==> config.mk <==
export PLATFORM = sky130hd
export DESIGN_NAME = arm_ins_encoder
export DESIGN_NICKNAME = d
export VERILOG_FILES = /design/src/rtl/arm_ins_encoder_pkg.sv /design/src/rtl/arm_imm_fit.sv /design/src/rtl/arm_ins_encoder.sv
export SDC_FILE = /design/constraint.sdc
export NUM_CORES = 1
export LEC_CHECK = 0
export BUFFER_PORTS_ARGS = -buffer_cell sky130_fd_sc_hd__buf_4
export CAP_MARGIN = 20
export CORE_ASPECT_RATIO = 1.25
export CORE_UTILIZATION = 55
export DETAILED_ROUTE_END_ITERATION = 8
export MAX_ROUTING_LAYER = met4
export PLACE_DENSITY = 0.85
export SYNTH_ARGS = -nofsm -noshare
export SYNTH_HDL_FRONTEND = slang
export SYNTH_HIERARCHICAL = 1
export SYNTH_SLANG_ARGS = --single-unit
==> constraint.sdc <==
create_clock -name clk -period 3.9 [get_ports clk]
set_input_delay 0.39 -clock clk [delete_from_list [all_inputs] [get_ports clk]]
set_output_delay 0.39 -clock clk [all_outputs]
set_load 0.02 [all_outputs]
==> src/rtl/arm_ins_encoder_pkg.sv <==
// arm_ins_encoder_pkg
// Definitions shared by the ARM instruction encoder and decoder:
// condition codes, PC register number, shift types, request kinds,
// data-processing opcode names and encoder FSM states.
// Also holds the request struct and a rotate-left helper.
package arm_ins_encoder_pkg;

    typedef enum logic [3:0] {
        COND_EQ = 4'h0, COND_NE = 4'h1, COND_CS = 4'h2, COND_CC = 4'h3,
        COND_MI = 4'h4, COND_PL = 4'h5, COND_VS = 4'h6, COND_VC = 4'h7,
        COND_HI = 4'h8, COND_LS = 4'h9, COND_GE = 4'hA, COND_LT = 4'hB,
        COND_GT = 4'hC, COND_LE = 4'hD, COND_AL = 4'hE, COND_NV = 4'hF
    } cond_e;

    localparam logic [3:0] REG_PC = 4'd15;

    typedef enum logic [1:0] {
        SH_LSL = 2'd0, SH_LSR = 2'd1, SH_ASR = 2'd2, SH_ROR = 2'd3
    } shift_e;

    typedef enum logic [1:0] {
        KIND_DP_REG = 2'd0, KIND_DP_IMM = 2'd1, KIND_BRANCH = 2'd2, KIND_RSVD = 2'd3
    } kind_e;

    typedef enum logic [3:0] {
        OP_AND = 4'h0, OP_EOR = 4'h1, OP_SUB = 4'h2, OP_RSB = 4'h3,
        OP_ADD = 4'h4, OP_ADC = 4'h5, OP_SBC = 4'h6, OP_RSC = 4'h7,
        OP_TST = 4'h8, OP_TEQ = 4'h9, OP_CMP = 4'hA, OP_CMN = 4'hB,
        OP_ORR = 4'hC, OP_MOV = 4'hD, OP_BIC = 4'hE, OP_MVN = 4'hF
    } dp_op_e;

    typedef enum logic [1:0] {
        ST_IDLE = 2'd0, ST_SEARCH = 2'd1, ST_EMIT = 2'd2
    } state_e;

    // Request fields captured on the accept cycle.
    typedef struct packed {
        kind_e       kind;
        logic [3:0]  cond;
        logic [3:0]  opcode;
        logic        setflags;
        logic [3:0]  rn;
        logic [3:0]  rd;
        logic [3:0]  rm;
        logic [1:0]  shifttype;
        logic [4:0]  shiftby;
        logic [31:0] imm32;
        logic        link;
        logic [23:0] offset;
    } enc_req_t;

    // Rotate left; sh == 0 returns x unchanged.
    function automatic logic [31:0] rol32(input logic [31:0] x, input logic [4:0] sh);
        logic [63:0] w;
        w = {x, x} << sh;
        return w[63:32];
    endfunction

endpackage

==> src/rtl/arm_imm_fit.sv <==
// arm_imm_fit
// Combinational test of one ARM immediate rotation.
// The value is encodable at rotation r when rol(imm32, 2r) fits in 8 bits.
// Ports:
//   imm32 - value to encode
//   r     - candidate rotation (rotate amount is 2*r)
//   hit   - value fits at this rotation
//   imm8  - low byte of the rotated candidate
module arm_imm_fit
    import arm_ins_encoder_pkg::*;
(
    input  logic [31:0] imm32,
    input  logic [3:0]  r,
    output logic        hit,
    output logic [7:0]  imm8
);

    logic [31:0] cand;

    assign cand = rol32(imm32, {r, 1'b0});
    assign hit  = (cand[31:8] == 24'd0);
    assign imm8 = cand[7:0];

endmodule

==> src/rtl/arm_ins_encoder.sv <==
// arm_ins_encoder
// Packs decoded ARM fields into a 32-bit instruction word: data processing
// with a shifted register, data processing with an immediate, and B/BL.
// The immediate rotate is searched one rotation per cycle, smallest first.
// Build option: define ARM_ENC_FASTIMM_EN to test all rotations in parallel
// in a single SEARCH cycle (priority pick of the lowest hit).
// Ports:
//   clk, rst_n            - clock, async active-low reset
//   in_valid/in_ready     - request handshake (ready only when idle)
//   in_kind .. in_offset  - request fields, sampled on the accept cycle
//   out_valid/out_ready   - result handshake
//   out_ins, out_err      - encoded word; err flags unencodable requests
module arm_ins_encoder
    import arm_ins_encoder_pkg::*;
#(
    parameter int ROT_STEPS = 16
) (
    input  logic        clk,
    input  logic        rst_n,
    input  logic        in_valid,
    output logic        in_ready,
    input  logic [1:0]  in_kind,
    input  logic [3:0]  in_cond,
    input  logic [3:0]  in_opcode,
    input  logic        in_setflags,
    input  logic [3:0]  in_rn,
    input  logic [3:0]  in_rd,
    input  logic [3:0]  in_rm,
    input  logic [1:0]  in_shifttype,
    input  logic [4:0]  in_shiftby,
    input  logic [31:0] in_imm32,
    input  logic        in_link,
    input  logic [23:0] in_offset,
    output logic        out_valid,
    input  logic        out_ready,
    output logic [31:0] out_ins,
    output logic        out_err
);

    state_e     state, state_nx;
    enc_req_t   req_q;
    logic [3:0] rot_q;
    logic [7:0] imm8_q;
    logic       fit_err_q;
    logic       accept;

    // Result of the current SEARCH cycle.
    logic       srch_done;
    logic       srch_hit;
    logic [3:0] srch_rot;
    logic [7:0] srch_imm8;

    assign in_ready = (state == ST_IDLE);
    assign accept   = in_valid && in_ready;

`ifdef ARM_ENC_FASTIMM_EN
    logic [ROT_STEPS-1:0]      hits;
    logic [ROT_STEPS-1:0][7:0] imm8s;

    for (genvar g = 0; g < ROT_STEPS; g++) begin : g_fit
        arm_imm_fit u_fit (
            .imm32 (req_q.imm32),
            .r     (4'(g)),
            .hit   (hits[g]),
            .imm8  (imm8s[g])
        );
    end

    // Walk from the top down so the lowest hit is the one left standing.
    always_comb begin
        srch_hit  = 1'b0;
        srch_rot  = 4'd0;
        srch_imm8 = 8'd0;
        for (int i = ROT_STEPS - 1; i >= 0; i--) begin
            if (hits[i]) begin
                srch_hit  = 1'b1;
                srch_rot  = 4'(i);
                srch_imm8 = imm8s[i];
            end
        end
    end

    assign srch_done = 1'b1;
`else
    logic [3:0] r_q;

    arm_imm_fit u_fit (
        .imm32 (req_q.imm32),
        .r     (r_q),
        .hit   (srch_hit),
        .imm8  (srch_imm8)
    );

    assign srch_rot  = r_q;
    assign srch_done = srch_hit || (r_q == 4'(ROT_STEPS - 1));

    always_ff @(posedge clk or negedge rst_n) begin
        if (!rst_n)                              r_q <= 4'd0;
        else if (accept)                         r_q <= 4'd0;
        else if (state == ST_SEARCH && !srch_done) r_q <= r_q + 4'd1;
    end
`endif

    // FSM state register
    always_ff @(posedge clk or negedge rst_n) begin
        if (!rst_n) state <= ST_IDLE;
        else        state <= state_nx;
    end

    // FSM next state
    always_comb begin
        state_nx = state;
        case (state)
            ST_IDLE:   if (accept) state_nx = (kind_e'(in_kind) == KIND_DP_IMM) ? ST_SEARCH : ST_EMIT;
            ST_SEARCH: if (srch_done) state_nx = ST_EMIT;
            ST_EMIT:   if (out_valid && out_ready) state_nx = ST_IDLE;
            default:   state_nx = ST_IDLE;
        endcase
    end

    // Word assembled from the captured request and search result.
    logic [31:0] enc_ins;
    logic        enc_err;

    always_comb begin
        enc_ins = 32'd0;
        enc_err = 1'b0;
        case (req_q.kind)
            KIND_DP_REG: enc_ins = {req_q.cond, 2'b00, 1'b0, req_q.opcode, req_q.setflags,
                                    req_q.rn, req_q.rd, req_q.shiftby, req_q.shifttype,
                                    1'b0, req_q.rm};
            KIND_DP_IMM: begin
                enc_err = fit_err_q;
                if (!fit_err_q)
                    enc_ins = {req_q.cond, 2'b00, 1'b1, req_q.opcode, req_q.setflags,
                               req_q.rn, req_q.rd, rot_q, imm8_q};
            end
            KIND_BRANCH: enc_ins = {req_q.cond, 3'b101, req_q.link, req_q.offset};
            default:     enc_err = 1'b1;
        endcase
    end

    // Datapath: request capture, search result, output holding registers.
    always_ff @(posedge clk or negedge rst_n) begin
        if (!rst_n) begin
            req_q     <= '0;
            rot_q     <= 4'd0;
            imm8_q    <= 8'd0;
            fit_err_q <= 1'b0;
            out_valid <= 1'b0;
            out_ins   <= 32'd0;
            out_err   <= 1'b0;
        end else begin
            if (accept) begin
                req_q <= '{kind: kind_e'(in_kind), cond: in_cond, opcode: in_opcode,
                           setflags: in_setflags, rn: in_rn, rd: in_rd, rm: in_rm,
                           shifttype: in_shifttype, shiftby: in_shiftby, imm32: in_imm32,
                           link: in_link, offset: in_offset};
                fit_err_q <= 1'b0;
            end
            if (state == ST_SEARCH && srch_done) begin
                rot_q     <= srch_rot;
                imm8_q    <= srch_imm8;
                fit_err_q <= !srch_hit;
            end
            // Output is registered one cycle after entering EMIT and held
            // until the consumer takes it.
            if (state == ST_EMIT) begin
                if (!out_valid) begin
                    out_valid <= 1'b1;
                    out_ins   <= enc_ins;
                    out_err   <= enc_err;
                end else if (out_ready) begin
                    out_valid <= 1'b0;
                end
            end
        end
    end

endmodule

==> impl_metrics.env, run 1 <==
export IMPL_io_buffers=124
export IMPL_synthFlopType="dfrtp_1"
export IMPL_crit_type="flip-flop to flip-flop"
export IMPL_yosysUniqueCellTypes=56
export IMPL_setup_slack_ns=0.404
export IMPL_combPwrFrac_pct=42.7
export IMPL_setup_worst_path_start_class="flip-flop"
export IMPL_wl_met2_um=9800
export IMPL_final_cell_mix="buf_4, dfrtp_1, mux2_2, mux2i_1, a22o_1"
export IMPL_drc=0
export IMPL_worst_path_max_fanout=24
export IMPL_tritoncts="built"
export IMPL_clkPwrFrac_pct=20.2
export IMPL_via_per_inst=6.14
export IMPL_grt_antenna_before_repair=0
export IMPL_hold_ws_ns=0.199
export IMPL_post_cts_resized=0
export IMPL_grt_total_usage_pct=29.5
export IMPL_relSlewSlack_pct=51.0
export IMPL_finClkSkew_ns=0.00953
export IMPL_seqCellArea_mm2=0.00348
export IMPL_grt_pass1_wl_um=29900
export IMPL_swShare_pct=39.4
export IMPL_pwr_share_seq_pct=37.1
export IMPL_syn_cell_area_mm2=0.00723
export IMPL_syn2layout_area_growth_pct=22.6
export IMPL_mostFrequentLayoutCell="buf_4"
export IMPL_start_util_pct=56.6
export IMPL_wl_met1_um=7560
export IMPL_async_flop_share_pct=100
export IMPL_p_total_w=0.00758
export IMPL_synth_warnings=6
export IMPL_die_w_um=105
export IMPL_h_tree_depth=4
export IMPL_setup_viol=0
export IMPL_multi_input_area_mm2=0.00348
export IMPL_cts_sinks=139
export IMPL_drt_iter0_markers=330
export IMPL_cts_setup_buffers=0
export IMPL_fill_cells=930
export IMPL_status="completed"
export IMPL_worst_setup_path_end_kind="flip-flop"
export IMPL_stdcell_count=889
export IMPL_top_layer="met4"
export IMPL_rows=46
export IMPL_leakagePower_nw=3.87
export IMPL_drive_above_1_share_pct=43.4
export IMPL_cap_violations=0
export IMPL_grt_pass1_vias=5578
export IMPL_rsz0062_at_grt="no"
export IMPL_dp_hpwl_um=13200
export IMPL_routabilityCongestion=0.945
export IMPL_power_density_mw_per_mm2=856
export IMPL_drt_total_wl_um=18900
export IMPL_worstPathArrival_ns=3.79
export IMPL_dp_slack_ns=0.458
export IMPL_synth_avg_cell_area_um2=12.2
export IMPL_p_sw_w=0.00298
export IMPL_dr_wl_met3_um=792
export IMPL_p_int_w=0.00460
export IMPL_num_vias=5459
export IMPL_ant_nets=0
export IMPL_fin_nets=800
export IMPL_clockRootBuffer="clkbuf_16"
export IMPL_synth_fp_nets=683
export IMPL_synth_cells=591
export IMPL_final_hold_viol_count=0
export IMPL_hold_class="input pin to flip-flop"
export IMPL_post_drt_wl_per_cell_um=21.2
export IMPL_cts_made_buffers=17
export IMPL_grt_max_degree=114
export IMPL_clock_path_buffers=2
export IMPL_n_antenna_cell=0
export IMPL_clk_latency_ns=0.42
export IMPL_seq_area_frac_synth_pct=48.1
export IMPL_die_area_mm2=0.0136
export IMPL_synth_seq_cells=139
export IMPL_fin_tns_setup_ns=0
export IMPL_overflow=0
export IMPL_die_h_um=130
export IMPL_pin_count=126
export IMPL_period_share_pct=89.6
export IMPL_final_max_slew_viol_count=0
export IMPL_ir_drop_mv=0.397
export IMPL_fin_crit_ns=3.50
export IMPL_place_inst=854
export IMPL_firstDrtPassIters=5
export IMPL_fmax_ghz=0.286
export IMPL_worstPathRequired_ns=4.20
export IMPL_core_area_mm2=0.0128
export IMPL_synth_edf_count=0
export IMPL_tightest_slew_ns=0.733
export IMPL_clk_pin_slew_ns=0.06
==> timing repair <==
item | CTS | global route
endpoints found under the hold margin | 0 | 9
endpoints found under the setup margin | 0 | 0
hold buffers | 0 | 1
==> worst paths after layout <==
check | startpoint | endpoint | slack [ns] | cells past startpoint
worst max-delay path | r_q[2] | imm8_q[3] | 0.40 | 10
worst min-delay path | in_imm32[6] | req_q[31] | 0.20 | 2
worst max register to register | r_q[2] | imm8_q[3] | 0.40 | 10
worst min register to register | req_q[82] | out_ins[29] | 0.49 | 1
max in group asynchronous | rst_n | req_q[45] | 2.50 | 4
min in group asynchronous | rst_n | out_ins[17] | 0.34 | 2
==> kinds of logic (layout without fill, tap and decap cells) <==
family,Yosys count,after routing,share of synthesized area [%]
multiplexers,176,176,28.1
flip-flops,139,139,48.1
AO/OA/AOI/OAI,129,129,13.2
AND/OR/NAND/NOR,95,95,6.46
buffers and inverters,50,180,3.83
adder cells (fa/ha/maj),1,1,0.173
other,1,1,0.0519
==> critical path: stages (launching register included) <==
cell       delay (ns)
dfrtp_2          0.71
buf_4            0.31
mux2_2           0.38
mux2i_1          0.24
nand4b_1         0.13
a211o_1          0.30
a2111oi_2        0.47
a31oi_1          0.13
nor2_1           0.12
buf_4            0.23
mux2_2           0.36
==> final cells by class <==
| type | instances | share of cell area (%) |
|---|---|---|
| sequential | 139 | 39.3 |
| multi-input combinational | 402 | 39.2 |
| timing repair buffer | 145 | 12.6 |
| clock buffer | 20 | 5.04 |
| tap | 168 | 2.37 |
| clock inverter | 12 | 1.29 |
| inverter | 3 | 0.127 |
==> metrics by stage <==
step | util (%) | area (um2)
floorplan | - | 7230
global placement | 64.5 | 8250
detailed placement | 64.5 | 8250
CTS | 68.9 | 8810
global route | 69.3 | 8860
finish | 69.3 | 8860
==> cells in the mapped netlist, drive strengths merged (2+ instances only) <==
master	instances	area, um2
dfrtp	139	3480
mux2	123	1390
mux2i	44	440
buf	35	220
a22o	29	254
nor2	27	101
a21oi	25	136
nand2	21	78.8
o21ai	18	90.1
nor3	15	75.1
o2bb2ai	13	114
clkbuf	12	45.0
o22ai	12	75.1
mux4	9	203
a211oi	6	45.0
nand2b	6	37.5
a2111oi	5	68.8
nor2b	5	31.3
nor4	5	31.3
a31oi	4	25.0
nand3	3	15.0
nor3b	3	22.5
o31ai	3	22.5
or3	3	18.8
a211o	2	17.5
inv	2	7.50
nor4b	2	17.5
==> registers in the layout, indices dropped and copies added (netlist names) <==
signal,count
out_err,1
rot_q,4
out_ins,31
r_q,4
imm8_q,8
state,2
req_q,87
fit_err_q,1
out_valid,1
==> power by group through the flow <==
| stage | sequential [W] | clock, W | combinational, W |
|---|---|---|---|
| floorplan | 0.00267 | 0 | 0.00225 |
| global placement | 0.00277 | 0 | 0.00309 |
| detailed placement | 0.00281 | 0 | 0.00319 |
| CTS | 0.00280 | 0.00155 | 0.00322 |
| global route | 0.00289 | 0.00161 | 0.00347 |
| finish | 0.00281 | 0.00153 | 0.00324 |
==> layer usage <==
metal,track usage [%],vias to the layer above
li1,-,2467
met1,33.5,2743
met2,50.6,194
met3,5.34,55
met4,14.7,0
met5,-,-
No activity file was read; power rests on OpenSTA's default activity.
==> run 2, diff against run 1 <==
--- a/config.mk
+++ b/config.mk
@@ -8,10 +8,10 @@
 export BUFFER_PORTS_ARGS = -buffer_cell sky130_fd_sc_hd__buf_4
 export CAP_MARGIN = 20
 export CORE_ASPECT_RATIO = 1.25
-export CORE_UTILIZATION = 55
+export CORE_UTILIZATION = 50
 export DETAILED_ROUTE_END_ITERATION = 8
 export MAX_ROUTING_LAYER = met4
-export PLACE_DENSITY = 0.85
+export PLACE_DENSITY = 0.78
 export SYNTH_ARGS = -nofsm -noshare
 export SYNTH_HDL_FRONTEND = slang
 export SYNTH_HIERARCHICAL = 1
==> impl_metrics.env, run 2 (synthesis results as in run 1) <==
export IMPL_die_area_mm2=0.0149
export IMPL_via_per_inst=6.13
export IMPL_hold_path_depth=2
export IMPL_regToRegSetupSlack_ns=0.22
export IMPL_rsz0062_at_grt="no"
export IMPL_fmax_ghz=0.271
export IMPL_routabilityCongestion=0.987
export IMPL_grt_max_degree=118
export IMPL_path_depth=10
export IMPL_io_buffers=124
export IMPL_die_w_um=110
export IMPL_fin_nets=799
export IMPL_rows=48
export IMPL_worstPathRequired_ns=4.20
export IMPL_crit_type="flip-flop to flip-flop"
export IMPL_pin_count=126
export IMPL_regMostFlops="req_q"
export IMPL_clockRootBuffer="clkbuf_16"
export IMPL_finalInstanceArea_mm2=0.00891
export IMPL_start_util_pct=51.9
export IMPL_critPathBufInv=2
export IMPL_n_antenna_cell=0
export IMPL_cap_violations=0
export IMPL_dpl_cell_area_mm2=0.00827
export IMPL_worst_path_max_fanout=20
export IMPL_power_density_mw_per_mm2=864
export IMPL_fin_tns_setup_ns=0
export IMPL_top_regs="req_q x87, out_ins x31, imm8_q x8"
export IMPL_ff2ff_path_depth=10
export IMPL_status="completed"
export IMPL_relSlewSlack_pct=45.9
export IMPL_worst_setup_path_end_kind="flip-flop"
export IMPL_drt_total_wl_um=19100
export IMPL_final_max_slew_viol_count=0
export IMPL_num_vias=5488
export IMPL_p_total_w=0.00770
export IMPL_seqCellArea_mm2=0.00348
export IMPL_final_hold_viol_count=0
export IMPL_largest_reg_flops=87
export IMPL_tightest_slew_ns=0.791
export IMPL_post_drt_wl_per_cell_um=21.4
export IMPL_crit_reg2reg_launch="r_q[1]"
export IMPL_core_area_mm2=0.0139
export IMPL_hold_class="input pin to flip-flop"
export IMPL_finClkSkew_ns=0.00769
export IMPL_setup_worst_path_start_class="flip-flop"
export IMPL_multi_input_area_mm2=0.00348
export IMPL_tritoncts="built"
export IMPL_die_h_um=136
export IMPL_clock_path_buffers=2
export IMPL_h_tree_depth=4
export IMPL_cts_sinks=139
export IMPL_cts_setup_buffers=0
export IMPL_drt_iter0_markers=415
export IMPL_final_core_util_pct=63.9
export IMPL_grt_pass1_wl_um=29900
export IMPL_min_to="req_q[17]"
export IMPL_hold_buffers=0
export IMPL_cts_made_buffers=17
export IMPL_leakagePower_nw=3.90
export IMPL_dp_hpwl_um=13100
export IMPL_critical_path_max_stage_delay_ns=0.66
export IMPL_cp_common_cell="buf_4"
export IMPL_final_cell_mix="buf_4, dfrtp_1, mux2_2, mux2i_1, a22o_1"
export IMPL_setup_viol=0
export IMPL_grt_pass1_vias=5577
export IMPL_firstDrtPassIters=5
export IMPL_worstPathArrival_ns=3.99
export IMPL_period_share_pct=94.5
export IMPL_fill_cells=1094
export IMPL_fin_crit_ns=3.68
export IMPL_ir_drop_mv=0.511
export IMPL_crit_family="compound AO/OA/AOI/OAI gates"
export IMPL_drive_above_1_share_pct=43.5
export IMPL_rr_endpoint="rot_q[1]"
export IMPL_min_delay_start="in_offset[17]"
export IMPL_grt_antenna_before_repair=0
export IMPL_clk_latency_ns=0.42
export IMPL_ant_nets=0
export IMPL_syn2layout_area_growth_pct=23.3
export IMPL_cp_cell_sequence="buf_4 > nor3_1 > a211oi_1 > a2111oi_0 > o221ai_1 > a2111oi_2 > a31oi_1 > nor2_1 > buf_4 > mux2_2"
export IMPL_clk_pin_slew_ns=0.07
export IMPL_mostFrequentLayoutCell="buf_4"
export IMPL_cpMaxStageDelayCell="dfrtp_1"
export IMPL_drc=0
export IMPL_grt_total_usage_pct=27.7
export IMPL_overflow=0
export IMPL_post_cts_resized=0
-- run 2: changes by cell type in the layout (fill, tap and decap cells not counted), sizes merged --
| cell | before | now |
|---|---|---|
| clkbuf | 20 | 18 |
| clkinvlp | 4 | 2 |
| clkinv | 5 | 7 |
| bufinv | 1 | 3 |
| buf | 144 | 143 |
-- run 2: area by class of cell --
| type | instances | share of cell area [%] |
|---|---|---|
| well taps | 175 | 2.46 |
| repair buffers | 144 | 12.6 |
| clock buffers | 18 | 4.82 |
| multi-input cells | 402 | 39.0 |
| flip-flops and latches | 139 | 39.1 |
| clock inverters | 14 | 1.90 |
| inverters | 3 | 0.126 |
-- run 2: worst reg2reg max path, stage by stage, from the launching register on --
cell and delay, ns:
dfrtp_1 0.66, buf_4 0.30, nor3_1 0.26, a211oi_1 0.10
a2111oi_0 0.65, o221ai_1 0.22, a2111oi_2 0.54, a31oi_1 0.14
nor2_1 0.12, buf_4 0.21, mux2_2 0.36
-- run 2: report_power, final --
| part | internal (W) | switching, W | leakage [nW] | total, W |
|---|---|---|---|---|
| Sequential | 0.00208 | 0.000745 | 1.71 | 0.00283 |
| Clock | 0.00101 | 0.000629 | 0.291 | 0.00164 |
| Combinational | 0.00162 | 0.00162 | 1.90 | 0.00323 |
| Total | 0.00471 | 0.00299 | 3.90 | 0.00770 |
-- run 2: how the worst max path moves through the flow --
stage                 to  slack, ns   start
2_1_floorplan  imm8_q[1]       0.76  r_q[1]
3_3_place_gp    rot_q[2]       0.32  r_q[1]
3_5_place_dp    rot_q[1]       0.33  r_q[1]
4_1_cts         rot_q[1]       0.29  r_q[1]
5_1_grt         rot_q[0]       0.12  r_q[1]
6_report        rot_q[1]       0.22  r_q[1]
-- run 2: through the flow --
step                      std cells  hold WS [ns]  setup slack (ns)
after CTS                       893         0.162             0.292
after global placement          860         0.470             0.317
after floorplan                 591        0.0944             0.757
after global routing            895         0.183             0.116
after detailed placement        861         0.480             0.331
final                           895         0.196             0.216
-- run 2: layer usage --
metal	vias up	part of all wire, %	GRT usage [%]
met3	43	5.2	5.08
li1	2476	-	-
met5	-	0	-
met2	209	52	46.2
met1	2760	39	32.7
met4	0	2.9	11.6
